**src/rtl/ce_psum_accum.sv**
```systemverilog
// ce_psum_accum: accumulates NPASS signed partial sums from the CE stage into
// one result, adds a per-group bias, then shifts, optionally ReLUs and
// saturates it to OUT_W bits with a one-cycle valid pulse.
// Build option: define CE_PSUM_ROUND_EN to round half up before the shift
// (default build truncates).
module ce_psum_accum #(
    parameter int IN_W  = 17,
    parameter int NPASS = 4,
    parameter int ACC_W = 24,
    parameter int SR    = 2,
    parameter int OUT_W = 8,
    parameter int RELU  = 1
) (
    input  logic             clk,
    input  logic             rst,
    input  logic [IN_W-1:0]  d_in,
    input  logic             en_in,
    input  logic [ACC_W-1:0] bias,
    input  logic             clr,
    output logic [OUT_W-1:0] d_out,
    output logic             en_out,
    output logic             sat_out,
    output logic             busy
);

    localparam int CNT_W = (NPASS > 1) ? $clog2(NPASS) : 1;
    localparam logic [CNT_W-1:0] CNT_LAST = CNT_W'(NPASS - 1);
    localparam int EXT_W = ((ACC_W > OUT_W) ? ACC_W : OUT_W) + 2;

    // Output range limits, widened so any shifted accumulator value compares cleanly
    localparam logic signed [EXT_W-1:0] L_UMAX = {{(EXT_W-OUT_W){1'b0}}, {OUT_W{1'b1}}};
    localparam logic signed [EXT_W-1:0] L_SMAX = {{(EXT_W-OUT_W+1){1'b0}}, {(OUT_W-1){1'b1}}};
    localparam logic signed [EXT_W-1:0] L_SMIN = {{(EXT_W-OUT_W+1){1'b1}}, {(OUT_W-1){1'b0}}};

`ifdef CE_PSUM_ROUND_EN
    // Half an LSB of the shifted result; zero when there is no shift
    localparam logic signed [ACC_W:0] ROUND_ADD = (ACC_W+1)'((2 ** SR) / 2);
    localparam logic signed [ACC_W:0] ACC_MAX_X = {2'b00, {(ACC_W-1){1'b1}}};
`endif

    typedef enum logic {
        S_IDLE  = 1'b0,
        S_ACCUM = 1'b1
    } state_t;

    state_t                   r_state;
    state_t                   w_state_nxt;
    logic [CNT_W-1:0]         r_cnt;
    logic [CNT_W-1:0]         w_cnt_nxt;
    logic                     w_done_nxt;
    logic                     w_acc_ld;
    logic                     w_acc_first;
    logic signed [ACC_W-1:0]  w_din_ext;
    logic signed [ACC_W-1:0]  w_shifted;
    logic [OUT_W:0]           w_sat_res;
    logic signed [ACC_W-1:0]  r_acc_p0;
    logic                     r_vld_p0;
    logic [OUT_W-1:0]         r_dout_p1;
    logic                     r_vld_p1;
    logic                     r_sat_p1;

    function automatic logic signed [ACC_W-1:0] f_round(input logic signed [ACC_W-1:0] a);
`ifdef CE_PSUM_ROUND_EN
        logic signed [ACC_W:0] s;
        s = {a[ACC_W-1], a} + ROUND_ADD;
        if (s > ACC_MAX_X)
            return ACC_MAX_X[ACC_W-1:0];
        return s[ACC_W-1:0];
`else
        return a;
`endif
    endfunction

    // Returns {sat_flag, clipped_value}
    function automatic logic [OUT_W:0] f_sat(input logic signed [ACC_W-1:0] v);
        logic signed [EXT_W-1:0] x;
        x = {{(EXT_W-ACC_W){v[ACC_W-1]}}, v};
        if (RELU != 0) begin
            if (x[EXT_W-1])
                return '0;
            else if (x > L_UMAX)
                return {1'b1, {OUT_W{1'b1}}};
            else
                return {1'b0, x[OUT_W-1:0]};
        end else begin
            if (x > L_SMAX)
                return {1'b1, 1'b0, {(OUT_W-1){1'b1}}};
            else if (x < L_SMIN)
                return {1'b1, 1'b1, {(OUT_W-1){1'b0}}};
            else
                return {1'b0, x[OUT_W-1:0]};
        end
    endfunction

    assign w_din_ext = {{(ACC_W-IN_W){d_in[IN_W-1]}}, d_in};
    assign w_shifted = f_round(r_acc_p0) >>> SR;
    assign w_sat_res = f_sat(w_shifted);

    // Pass sequencing: clr aborts the group, en_in advances or wraps the pass counter
    always_comb begin
        w_cnt_nxt   = r_cnt;
        w_done_nxt  = 1'b0;
        w_acc_ld    = 1'b0;
        w_acc_first = 1'b0;
        if (clr) begin
            w_cnt_nxt = '0;
        end else if (en_in) begin
            w_acc_ld    = 1'b1;
            w_acc_first = (r_state == S_IDLE);
            if (r_cnt == CNT_LAST) begin
                w_cnt_nxt  = '0;
                w_done_nxt = 1'b1;
            end else begin
                w_cnt_nxt = r_cnt + 1'b1;
            end
        end
        w_state_nxt = (w_cnt_nxt != '0) ? S_ACCUM : S_IDLE;
    end

    // Control state: pass counter, FSM state and the group-complete strobe
    always_ff @(posedge clk) begin
        if (rst) begin
            r_state  <= S_IDLE;
            r_cnt    <= '0;
            r_vld_p0 <= 1'b0;
        end else begin
            r_state  <= w_state_nxt;
            r_cnt    <= w_cnt_nxt;
            r_vld_p0 <= w_done_nxt;
        end
    end

    // Stage 0: accumulator, seeded with the bias on the first pass of a group
    always_ff @(posedge clk) begin
        if (rst)
            r_acc_p0 <= '0;
        else if (w_acc_ld)
            r_acc_p0 <= w_acc_first ? ($signed(bias) + w_din_ext) : (r_acc_p0 + w_din_ext);
    end

    // Stage 1: registered result; a pending completion dropped by clr never reaches here
    always_ff @(posedge clk) begin
        if (rst) begin
            r_dout_p1 <= '0;
            r_vld_p1  <= 1'b0;
            r_sat_p1  <= 1'b0;
        end else begin
            r_vld_p1 <= r_vld_p0 && !clr;
            r_sat_p1 <= r_vld_p0 && !clr && w_sat_res[OUT_W];
            if (r_vld_p0 && !clr)
                r_dout_p1 <= w_sat_res[OUT_W-1:0];
        end
    end

    assign d_out   = r_dout_p1;
    assign en_out  = r_vld_p1;
    assign sat_out = r_sat_p1;
    assign busy    = (r_cnt != '0);

endmodule

```
**config.mk**
```make
export PLATFORM = sky130hd
export DESIGN_NAME = ce_psum_accum
export DESIGN_NICKNAME = d
export VERILOG_FILES = /design/src/rtl/ce_psum_accum.sv
export SDC_FILE = /design/constraint.sdc
export NUM_CORES = 1
export LEC_CHECK = 0
export BUFFER_PORTS_ARGS = -buffer_cell sky130_fd_sc_hd__buf_4
export CORE_ASPECT_RATIO = 1.1
export CORE_MARGIN = 2
export CORE_UTILIZATION = 60
export DETAILED_ROUTE_END_ITERATION = 16
export GPL_ROUTABILITY_DRIVEN = 0
export PLACE_DENSITY = 0.85
export SKIP_LAST_GASP = 1
export SYNTH_ARGS = -nofsm -noshare
export SYNTH_HDL_FRONTEND = slang
export SYNTH_SLANG_ARGS = --single-unit
```
**constraint.sdc**
```tcl
create_clock -name clk -period 9.7 [get_ports clk]
set_input_delay 0.97 -clock clk [delete_from_list [all_inputs] [get_ports clk]]
set_output_delay 0.97 -clock clk [all_outputs]
set_load 0.01 [all_outputs]
```
==> impl_metrics.py <==
metrics = {
    "timing": {
        "fin_tns_setup_ps": 0,
        "fin_crit_sh_pct": 39.88,
        "finalWorstSetupSlack_ps": 5832,
        "drv_slew": 0,
        "tightest_slew_ps": 787.8,
        "setup_violations": 0,
        "finalClockSkew_ps": 4.422,
        "relSlewSlack_pct": 47.29,
        "finalHoldViolCount": 0,
        "fmax_ghz": 0.2585,
        "grt_setup_unrepaired": "no",
        "fin_crit_ps": 3868,
    },
    "worst_setup_path": {
        "cp.arrival_ps": 4100,
        "rr_worst_depth": 12,
        "cp_max_fo": 24,
        "cp-endpoint": "r_acc_p0[20]",
        "reg2reg_to": "r_acc_p0[20]",
        "path_cells": "buf_4 > nor3b_4 > buf_4 > mux2_2 > ha_1 > inv_1 > fa_1 > nor2b_1 > o21bai_1 > a31oi_1 > a21oi_1 > or4b_1 > nand3_1",
        "rrSetupSlack_ps": 6290,
        "crit_type": "in -> reg",
        "crit_start": "clr",
        "max_stage_delay_ps": 580,
        "cpLargestDelayFamily": "simple AND/OR/NAND/NOR gates",
        "critical_path_required_ps": 9930,
        "worst_setup_path_end_kind": "register",
        "critical_path.slowest_cell": "or4b_1",
        "cp_common_cell": "buf_4",
        "rr_startpoint": "r_state",
        "worst_setup_path_start_kind": "primary input",
        "crit_buf_inv": 3,
        "crit_cells": 13,
    },
    "global_routing": {
        "grt_first_pass_wirelength_um": 14190,
        "globalRouteOverflowTotal": 0,
        "antenna_found_initial": 0,
        "grt_start_max_net_pins": 36,
        "grt.total_usage_pct": 30.75,
        "grt_pass1_vias": 3164,
    },
    "cts": {
        "clock-sinks": 38,
        "postCtsResizedCells": 0,
        "cts_buffers": 5,
        "clk_pin_slew_ps": 80,
        "cts_hold_buf": 0,
        "post-cts-setup-buffers": 0,
        "cts_htree_levels": 2,
        "cts-root-buf": "clkbuf_8",
        "clk_latency_ps": 290,
        "tritoncts": "built",
        "clockBufferDepth": 2,
    },
    "detailed_routing": {
        "first_pass_iters": 5,
        "drt_wl_total_um": 8604,
        "dr_total_vias": 3242,
        "drc": 0,
        "drtIter0Drc": 239,
        "ant_nets": 0,
        "routed_via_density": 6.510,
        "drt-wirelength-per-cell_um": 17.28,
    },
    "synthesis": {
        "synth_compound_area_share_pct": 25.07,
        "synth_adder_area_share_pct": 11.16,
        "synth_top_area_share_pct": 24.59,
        "yosysTopAreaCell": "dfxtp_1",
        "synth_top_family_by_area": "compound AO/OA/AOI/OAI gates",
        "syn_inst": 394,
        "yosys_most_used_dff": "dfxtp_1",
        "synth-simple-area-share_pct": 24.42,
        "synth_edf_count": 0,
        "ys_seq_area_share_pct": 24.59,
        "synth_area_sq_um": 3094,
        "synth_mux_area_share_pct": 9.017,
        "synthXorXnorAreaFrac_pct": 1.981,
        "syn_nets": 466,
        "yosys-top-cells-count": "40 x nor2_1, 39 x nand2_1, 38 x dfxtp_1",
        "synth_seq_cells": 38,
        "synth_cell_types": 59,
        "yosys.cell_count.top_type": "nor2_1",
        "synth_area_leaders": "dfxtp_1 25%, ha_1 11%, mux2_2 8.4%",
        "ys_warn_count": 0,
        "postSynthAreaPerCell_sq_um": 7.853,
        "ys_async_sr_fraction_pct": 0,
    },
    "cells_and_area": {
        "instances_no_fill": 498,
        "final_util_pct": 73.40,
        "final_net_count": 511,
        "syn_to_final_growth_pct": 18.60,
        "n_antenna_cell": 0,
        "drive_above_1_share_pct": 21.82,
    },
    "pwr": {
        "pwr-share-clk_pct": 32.1,
        "peakVddDrop_mv": 0.06853,
        "finalPower_mw": 0.5266,
        "p_comb_share_pct": 34.7,
        "seqPwrFrac_pct": 33.2,
        "p_switching_mw": 0.1740,
        "leakage_nw": 1.629,
        "power.internal_mw": 0.3527,
        "cellPowerDensity_nw_per_um2": 143.5,
        "netSwitchingFraction_pct": 33.03,
    },
    "place": {
        "hpwl_um": 6195,
        "dp_slack_ps": 5645,
        "io_buffers": 55,
        "dp.cells": 490,
    },
    "hold_path": {
        "hold_start": "r_vld_p0",
        "hold_path.class": "reg -> reg",
    },
    "floorplan": {
        "ioPinCount": 56,
        "rows": 27,
        "die_area_sq_um": 5748,
        "fp.dieW_um": 72.47,
        "core_area_sq_um": 5000,
        "die_h_um": 79.32,
        "initial_core_util_pct": 61.89,
    },
    "run_status": {
        "status": "complete, no violations",
    },
    "flow_run": {
        "maxCapViolCount": 0,
    },
}
==> worst register-to-register path, cell delays in order (launching register included) <==
cell and delay, ps:
dfxtp_1 340, nor3b_4 180, buf_4 360, mux2_2 230, ha_1 150, inv_1 50, fa_1 370, nor2b_1 230
o21bai_1 150, a31oi_1 360, a21oi_1 260, or4b_1 580, nand3_1 90
==> cells in the final DEF, fill, tap and decap left out, drive strengths merged, types with 3 or more instances in the layout <==
master / count
and2: 5
clkbuf: 6
o211ai: 8
nand3b: 4
o21ai: 15
nand2b: 3
inv: 11
o21bai: 3
xnor2: 5
nand4: 4
nor3: 17
ha: 26
o31ai: 4
nor3b: 4
nor2b: 6
dfxtp: 38
mux2: 23
and3: 6
a211oi: 12
o311ai: 3
buf: 58
or3: 4
a31oi: 5
nor2: 40
or2: 3
nand2: 39
a21o: 6
nand3: 9
a21oi: 33
a211o: 4
o21a: 5
==> power by group through the flow <==
stage | Combinational [mW] | Clock, mW | Sequential (mW)
5_1_grt | 0.200 | 0.176 | 0.176
3_3_place_gp | 0.171 | 0 | 0.177
3_5_place_dp | 0.176 | 0 | 0.178
6_report | 0.183 | 0.169 | 0.175
2_1_floorplan | 0.130 | 0 | 0.174
4_1_cts | 0.179 | 0.171 | 0.174
==> layer usage <==
metal | wire length [um] | track usage (%) | up-vias
li1 | - | - | 1551
met1 | 3482 | 35.91 | 1517
met2 | 4284 | 53.85 | 145
met3 | 552 | 4.569 | 29
met4 | 284 | 15.74 | 0
met5 | 0 | 0 | -
==> worst min path at each step <==
stage,depth (start not counted),endpoint,slack [ps]
after floorplan,1,en_out,430
after global placement,1,en_out,450
after detailed placement,1,en_out,450
after CTS,2,r_acc_p0[0],470
after global routing,2,r_acc_p0[0],480
final,1,en_out,460
==> through the flow <==
| stage | cell area (sq um) | hold slack (ps) |
|---|---|---|
| floorplan | 3094 | 430.9 |
| global placement | 3527 | 446.4 |
| detailed placement | 3527 | 449.5 |
| CTS | 3670 | 465.8 |
| global route | 3670 | 475.7 |
| finish | 3670 | 462.6 |
==> flip-flops by register name, summed over array words and instances, names as in the netlist <==
register,flops
r_vld_p0,1
r_state,1
r_acc_p0,24
en_out,1
sat_out,1
d_out,8
r_cnt,2
==> cells by family after synthesis <==
| family | after synthesis |
|---|---|
| simple gates | 152 |
| compound gates | 114 |
| xor+xnor | 7 |
| buf+inv | 31 |
| fa+ha+maj | 27 |
| mux | 25 |
| flops | 38 |
==> cell type report <==
cell class	count	area [sq um]
fillers	412	1330
inverters	11	41.29
clock buffers	6	82.58
well taps	58	72.57
multi-input cells	325	2217
repair buffers	58	435.4
flip-flops and latches	38	760.7
clock inverters	2	60.06
No activity file was read; power rests on OpenSTA's default activity.
